==> src/rtl/pkt_tx_drain.sv <==
// pkt_tx_drain: drains a stored packet from buffer memory onto the 64-bit data/ctrl stream
module pkt_tx_drain #(
    parameter int DATA_WIDTH = 64,
    parameter int CTRL_WIDTH = DATA_WIDTH/8,
    parameter int ADDR_WIDTH = 8
) (
    input  logic                             clk,
    input  logic                             reset,
    input  logic                             start,
    input  logic [ADDR_WIDTH-1:0]            head_addr,
    input  logic [ADDR_WIDTH-1:0]            tail_addr,
    output logic                             mem_rd_en,
    output logic [ADDR_WIDTH-1:0]            mem_rd_addr,
    input  logic [DATA_WIDTH+CTRL_WIDTH-1:0] mem_rd_data,
    output logic [DATA_WIDTH-1:0]            out_data,
    output logic [CTRL_WIDTH-1:0]            out_ctrl,
    output logic                             out_wr,
    input  logic                             out_rdy,
    output logic                             busy,
    output logic                             done,
    output logic [31:0]                      pkt_count
);
    typedef enum logic [2:0] {IDLE, READ, LATCH, SEND, DONE} state_t;
    state_t state, state_nx;
    logic [ADDR_WIDTH-1:0] tail;
    logic last;
    // the read address register doubles as the current word pointer; it only moves on entry to READ
    assign last = mem_rd_addr == tail;
    // state register
    always_ff @(posedge clk or negedge reset) begin
        if (!reset) state <= IDLE;
        else state <= state_nx;
    end
    // next state and per-state strobes; out_wr follows out_rdy combinationally in SEND
    always_comb begin
        state_nx  = state;
        mem_rd_en = 1'b0;
        out_wr    = 1'b0;
        busy      = 1'b0;
        done      = 1'b0;
        case (state)
            IDLE:  state_nx = start ? READ : IDLE;
            READ: begin
                mem_rd_en = 1'b1;
                busy      = 1'b1;
                state_nx  = LATCH;
            end
            LATCH: begin
                busy     = 1'b1;
                state_nx = SEND;
            end
            SEND: begin
                busy     = 1'b1;
                out_wr   = out_rdy;
                state_nx = !out_rdy ? SEND : last ? DONE : READ;
            end
            DONE: begin
                done     = 1'b1;
                state_nx = IDLE;
            end
            default: state_nx = IDLE;
        endcase
    end
    // address pointer, word hold register (drives the stream directly) and packet counter
    always_ff @(posedge clk or negedge reset) begin
        if (!reset) begin
            mem_rd_addr <= '0;
            tail        <= '0;
            out_data    <= '0;
            out_ctrl    <= '0;
            pkt_count   <= '0;
        end else begin
            if (state == IDLE && start) begin
                mem_rd_addr <= head_addr;
                tail        <= tail_addr;
            end else if (out_wr && !last) begin
                mem_rd_addr <= mem_rd_addr + 1'b1;
            end
            if (state == LATCH) {out_ctrl, out_data} <= mem_rd_data;
            if (done) pkt_count <= pkt_count + 32'd1;
        end
    end
endmodule

==> config.mk <==
export PLATFORM = sky130hd
export DESIGN_NAME = pkt_tx_drain
export DESIGN_NICKNAME = d
export VERILOG_FILES = /design/src/rtl/pkt_tx_drain.sv
export SDC_FILE = /design/constraint.sdc
export NUM_CORES = 1
export LEC_CHECK = 0
export CORE_UTILIZATION = 39
export DETAILED_ROUTE_END_ITERATION = 12
export GPL_ROUTABILITY_DRIVEN = 0
export PLACE_DENSITY = 0.76
export SYNTH_ARGS = -nofsm -noshare
export SYNTH_HDL_FRONTEND = slang
export SYNTH_SLANG_ARGS = --single-unit
==> constraint.sdc <==
create_clock -name clk -period 1.9 [get_ports clk]
set_input_delay 0.38 -clock clk [delete_from_list [all_inputs] [get_ports clk]]
set_output_delay 0.38 -clock clk [all_outputs]
set_load 0.01 [all_outputs]
### Word level (Yosys, flattened, before mapping)

Index checks and enable logic that the tools add are counted.

* eq/ne operators: 5
* reduce and logical (&&, ||, !) cells: 6
* add/subtract/negate cells: 2
* muxes and demuxes: 10

Operators with widths (count)
* 32-bit by 1-bit adder with 32-bit output (second input constant): 1
* 8-bit two-way mux: 2
* 3-bit one-hot mux with 4 select lines: 1
* 8-bit by 1-bit adder with 8-bit output (second input constant): 1
* 8-bit == test: 1
* 3-bit by 2-bit == test with 1-bit output (second input constant): 2
* 3-bit two-way mux: 2
* 1-bit two-way mux: 5
* 3-bit by 1-bit == test with 1-bit output (second input constant): 1
* 3-bit == test (second input constant): 1
* 3-bit logical NOT: 1
* 3-bit OR reduction: 1
* 1-bit logical AND: 2
* 2-bit nonzero test: 1
* 1-bit logical NOT: 1

* register bits: 123
* input port bits: 92
* word-level logic and storage cells: 29

### Logic depth before layout (Yosys ltp)

Gate-level depths: netlist of run 1.

* depth in word-level cells: 5
* gate-level depth with buffers: 8
* gate-level depth less buffers: 7

### Worst setup path before layout of run 1

No wires, ideal clock.

* path type: reg2reg
* from: register state[1]
* to: register pkt_count[30]
* stages on the path, launching flop included: 7
* library setup time: 0.079 ns
* path slack: 0.085 ns
* required time: 1.821 ns
* arrival: 1.736 ns
* cells stage by stage: dfrtp_1 > buf_6 > and4bb_2 > nand3_4 > or4_4 > nor2_2 > xor2_1

* longest elaborated chain between the ends: 2

Ends and longest elaborated chain
* from (decl): line 24 `state_t state, state_nx;`
* from (signal assigned): line 32 `else state <= state_nx;`
* 3-bit == test: line 41 `case (state)`
* 1-bit two-way mux: line 41
* to (signal assigned): line 80 `if (done) pkt_count <= pkt_count + 32'd1;`
* to (decl): line 21 `output logic [31:0] pkt_count`

Every way passes these cells.
A chain may end at the register's enable or synchronous reset.

### Final worst setup path of run 1

* from: register mem_rd_addr[2]
* to: output mem_rd_addr[2]

RTL lines
* from (decl): line 13 `output logic [ADDR_WIDTH-1:0] mem_rd_addr,`
* from (signal assigned): line 74 `mem_rd_addr <= head_addr;`
* from (signal assigned): line 77 `mem_rd_addr <= mem_rd_addr + 1'b1;`

No word-level cell between the ends.

==> flow_summary.ini, run 1 <==
[status]
status = finished, final reports clean

[power]
p_per_area_nw_per_um2 = 1460
peakVddDrop_uv = 884
p_leak_nw = 3.50

[die]
die_w_um = 117
die_h_um = 117
coreArea_um2 = 12700
floorplan.die_area_um2 = 13600
start_util_pct = 40.2
pin_count = 208
core.rowCount = 41

[clock_network]
clk-insertion-delay-late_ps = 410
cts_tree = done
numCtsBuffers = 17
clock_path_buffers = 2
clk_pin_slew_ps = 50
htreeDepth = 4
clock_sinks = 123
cts_root_buf = clkbuf_16

[min_path]
hp-class = flop to flop
hold_end = pkt_count[31]$_DFFE_PN0P_
whs_path_depth = 1
hold_start = pkt_count[31]$_DFFE_PN0P_

[timing]
fin_crit_sh_pct = 97.1
fin_tns_setup_ps = 0
setup_violations = 0
grt_setup_unrepaired = no
drv_slew = 0
max_freq_mhz = 542
period_needed_ps = 1840
final-hold-violation-count = 0
relSlewSlack_pct = 66.3
worst_pin_slew_ps = 502
finClkSkew_ps = 5.55

[detailed_routing]
drt_pass1_iterations = 4
drt_wl_total_um = 12300
drt_first_iter_violations = 111
avgRoutedWirePerCell_um = 15.0
ant_nets = 0
num_vias = 3912
vias_per_cell = 4.75
route.detailed.drc = 0

[synth]
synth_cell_types = 39
synth_ff_type = dfrtp_1
avgSynthCellArea_um2 = 13.1
netlist_area_um2 = 5110
synth_top_area_share_pct = 60.2
yosysWarnings = 0
syn_nets = 484
ys_ff_latch = 123
yosysMostFrequentCell = dfrtp_1
yosysTopAreaCell = dfrtp_1
synth_edf_count = 0
async_flop_share_pct = 100
netlist_top_cells_count = 123 x dfrtp_1, 73 x mux2_2, 48 x nand2_1
postSynthCellCount = 390
synthTopCellsByArea = dfrtp_1 60%, mux2_2 16%, xnor2_1 4.5%, nand2_1 3.5%, xor2_1 3.3%
yosysSeqAreaShare_pct = 60.2

[setup_path]
cp-end-kind = output pin
r2r_start = state[0]$_DFF_PN0_
crit_cells = 2
path_cells = buf_4, clkdlybuf4s50_1
critPathLaunchType = flop
rr_endpoint = pkt_count[28]$_DFFE_PN0P_
cp_max_fo = 5
crit_path_top_delay_cell = clkdlybuf4s50_1
cpPeakStageDelay_ps = 540
path_delay_family = buffers and inverters
critPathArrivalTime_ps = 1460
critPathRequiredTime_ps = 1520
critPathKind = flop to output pin
crit_buf_inv = 2
reg2reg_slack_ps = 80
reg2reg_depth = 5

[placement]
hpwlAfterDp_um = 9020
io_buffers = 207

[grt]
grt_pass1_vias = 4029
overflow = 0
grt_max_degree = 73
antenna_found_initial = 0
grt_usage_pct = 19.0
grt_pass1_wl_um = 19500

[finish]
nFillCells = 1005
final_core_util_pct = 64.7
nNetsFinal = 732
drive_above_1_share_pct = 24.3
antenna_cells = 0
area_growth_pct = 60.9

[job]
max_cap_viol_count = 0
[layout make-up]
type	instances	area [um2]	share of cell area, %
clock buffers	25	505	6.14
repair buffers	243	2370	28.8
flip-flops and latches	123	3080	37.4
clock inverters	7	62.6	0.760
inverters	1	3.75	0.0456
well taps	172	215	2.61
multi-input cells	252	2000	24.2
[worst register-to-register path: cells and delay by family, from the launching register on]
family | cells | cell delay, ps
and+or+nand+nor | 4 | 1140
xor gates and xnor gates | 1 | 160
DFF | 1 | 440
[power by group]
part	internal (mW)	leakage [nW]	total [mW]	switching (mW)
Clock	1.96	0.283	3.03	1.07
Combinational	2.98	1.69	4.83	1.86
Sequential	3.61	1.52	4.19	0.571
[cells by family (layout without fill, tap and decap cells)]
group / Yosys count / count (layout) / synth area share [%]
AO/OA/AOI/OAI: 16 / 16 / 1.91
flip-flops: 123 / 123 / 60.2
AND/OR/NAND/NOR: 115 / 115 / 12.0
XOR/XNOR: 45 / 45 / 7.71
buffers and inverters: 15 / 276 / 1.49
adder cells (fa/ha/maj): 2 / 2 / 0.489
multiplexers: 74 / 74 / 16.3
[state kept, by name (all words and copies together) (netlist names)]
register	count
out_data	64
pkt_count	32
mem_rd_addr	8
out_ctrl	8
tail	8
state	3
[worst max-delay path by stage]
stage                                from                    endpoint
5_1_grt                state[0]$_DFF_PN0_   pkt_count[28]$_DFFE_PN0P_
4_1_cts          pkt_count[3]$_DFFE_PN0P_                pkt_count[3]
2_1_floorplan          state[1]$_DFF_PN0_   pkt_count[30]$_DFFE_PN0P_
3_5_place_dp                      out_rdy  mem_rd_addr[7]$_DFFE_PN0P_
6_report       mem_rd_addr[2]$_DFFE_PN0P_              mem_rd_addr[2]
3_3_place_gp                      out_rdy                      out_wr
[layout by cell type, fill, tap and decap left out, types with 4 or more instances in the layout]
cell type,count
xor2_1,19
a21oi_1,6
nor2_1,12
clkbuf_16,17
dfrtp_1,121
clkdlybuf4s50_1,202
nand3_1,11
o21ai_0,6
clkbuf_8,5
buf_4,32
xnor2_1,26
clkinv_2,5
nor2_2,4
nand4_1,10
and3_1,6
mux2_2,73
nand2_1,48
[metal layers]
metal / vias to the layer above / track usage, % / wire, um
li1: 1850 / - / -
met1: 1894 / 21.2 / 4970
met2: 143 / 32.7 / 6150
met3: 25 / 6.95 / 1000
met4: 0 / 8.21 / 213
met5: - / 0 / 0
[per-stage QoR]
stage               setup WS (ps)  hold slack [ps]  std cells  cell area, um2  total power, mW
floorplan                    84.9             84.4        390            5110             6.36
global placement             -239              414        786            7610             8.87
detailed placement           -262              419        786            7610             9.01
CTS                          11.2              476        820            8190             12.1
global route                 1.38              490        823            8230             12.7
finish                       55.8              479        823            8230             12.0
[what timing repair did]
item / CTS / global route
setup endpoints to repair: 4 / 10
setup buffers: 1 / 3
resized for setup: 11 / 8
pin swaps: 0 / 1
hold endpoints to repair: 56 / 0
hold buffers: 1 / 0
Power figures use the tool's default switching activity.
==> inputs of run 2 (changes only) <==
--- a/config.mk
+++ b/config.mk
@@ -5,6 +5,7 @@
 export SDC_FILE = /design/constraint.sdc
 export NUM_CORES = 1
 export LEC_CHECK = 0
+export CORE_MARGIN = 5
 export CORE_UTILIZATION = 39
 export DETAILED_ROUTE_END_ITERATION = 12
 export GPL_ROUTABILITY_DRIVEN = 0
==> flow_summary.ini, run 2 (synthesis results as in run 1) <==
[status]
status = finished, final reports clean

[finish]
nFillCells = 1006
reg_top3 = out_data: 64 flops, pkt_count: 32 flops
nNetsFinal = 733
regMostFlops = out_data
multi_input_area_um2 = 1990
fin_cells = 822
drive_above_1_share_pct = 24.5
largest_reg_flops = 64
final_core_util_pct = 64.5
area.sequential_um2 = 3080
final_common_cell = clkdlybuf4s50_1
antenna_cells = 0
final_cell_mix = 199 x clkdlybuf4s50_1, 121 x dfrtp_1, 73 x mux2_2, 48 x nand2_1, 34 x buf_4
area_growth_pct = 60.4

[clock_network]
cts_tree = done
cts_root_buf = clkbuf_16
clock_path_buffers = 2
numCtsBuffers = 17
htreeDepth = 4
clk_pin_slew_ps = 50
clock_sinks = 123
clk-insertion-delay-late_ps = 410

[grt]
grt_usage_pct = 17.8
antenna_found_initial = 0
overflow = 0
grt_pass1_vias = 4272
grt_pass1_wl_um = 22000
grt_max_degree = 49

[timing]
timing.final.ws_setup_ps = 34.4
drv_slew = 0
fin_crit_sh_pct = 98.2
worst_pin_slew_ps = 452
fin_tns_setup_ps = 0
max_freq_mhz = 536
relSlewSlack_pct = 69.9
setup_violations = 0
period_needed_ps = 1870
grt_setup_unrepaired = yes
finClkSkew_ps = 6.75
holdWs_ps = 468
final-hold-violation-count = 0

[die]
start_util_pct = 40.2
pin_count = 208
die_h_um = 125
coreArea_um2 = 12700
floorplan.die_area_um2 = 15500
core.rowCount = 41
die_w_um = 125

[detailed_routing]
drt_wl_total_um = 13500
avgRoutedWirePerCell_um = 16.4
vias_per_cell = 4.81
num_vias = 3956
drt_pass1_iterations = 4
route.detailed.drc = 0
drt_first_iter_violations = 227
ant_nets = 0

[setup_path]
path_cells = clkdlybuf4s50_1
crit_path_start = pkt_count[3]$_DFFE_PN0P_
reg2reg_slack_ps = 100
r2r_start = state[0]$_DFF_PN0_
reg2reg_depth = 5
cp_max_fo = 6
critPathLaunchType = flop
critPathRequiredTime_ps = 1520
path_delay_family = buffers and inverters
critPathArrivalTime_ps = 1490
critPathKind = flop to output pin
crit_path_top_delay_cell = clkdlybuf4s50_1
crit_buf_inv = 1
worstSetupEndpoint = pkt_count[3]
crit_cells = 1
cp-end-kind = output pin
cpPeakStageDelay_ps = 610
rr_endpoint = pkt_count[23]$_DFFE_PN0P_

[power]
peakVddDrop_uv = 820
p_leak_nw = 3.53
p_per_area_nw_per_um2 = 1450

[placement]
hpwlAfterDp_um = 10200
pre_cts_ws_ps = -244
io_buffers = 207
dp_cells = 786

[min_path]
hp-class = primary input to asynchronous set/reset pin

[job]
max_cap_viol_count = 0
==> run 2: power by group <==
group | internal [mW] | switching (mW)
combinational | 2.95 | 1.86
clock | 1.83 | 1.09
sequential | 3.62 | 0.592
==> run 2: final cells by class <==
class	instances	share of cell area, %
Clock buffer	21	5.61
Clock inverter	9	0.900
Inverter	1	0.0457
Multi-Input combinational cell	252	24.2
Sequential cell	123	37.5
Tap cell	172	2.62
Timing Repair Buffer	244	29.0
==> run 2: worst min path at each step <==
| stage | start | end | slack, ps | depth (start not counted) |
|---|---|---|---|---|
| detailed placement | reset | pkt_count[20]$_DFFE_PN0P_ | 360 | 1 |
| finish | reset | pkt_count[25]$_DFFE_PN0P_ | 470 | 2 |
| global route | pkt_count[31]$_DFFE_PN0P_ | pkt_count[31]$_DFFE_PN0P_ | 490 | 1 |
| CTS | reset | pkt_count[20]$_DFFE_PN0P_ | 460 | 2 |
| global placement | reset | pkt_count[22]$_DFFE_PN0P_ | 350 | 1 |
| floorplan | reset | mem_rd_addr[0]$_DFFE_PN0P_ | 80 | 0 |
==> run 2: through the flow <==
step                power [mW]  instance area [um2]
finish                    11.9                 8210
detailed placement        9.12                 7610
global route              12.6                 8210
CTS                       12.1                 8160
floorplan                 6.36                 5110
global placement          8.95                 7610
==> run 2: per-layer routing <==
layer	global-route usage [%]	part of all wire, %	vias to the layer above
li1	-	-	1860
met1	20.7	40	1924
met2	29.5	50	147
met3	7.03	7.7	25
met4	7.29	2.2	0
met5	0	0	-
==> run 2: timing repair <==
| action | in CTS | in global routing |
|---|---|---|
| hold endpoints to repair | 30 | 0 |
| pin swaps | 0 | 4 |
| endpoints found under the setup margin | 6 | 12 |
| hold buffers | 1 | 0 |
| gates resized for setup | 7 | 13 |
| setup buffers | 1 | 4 |
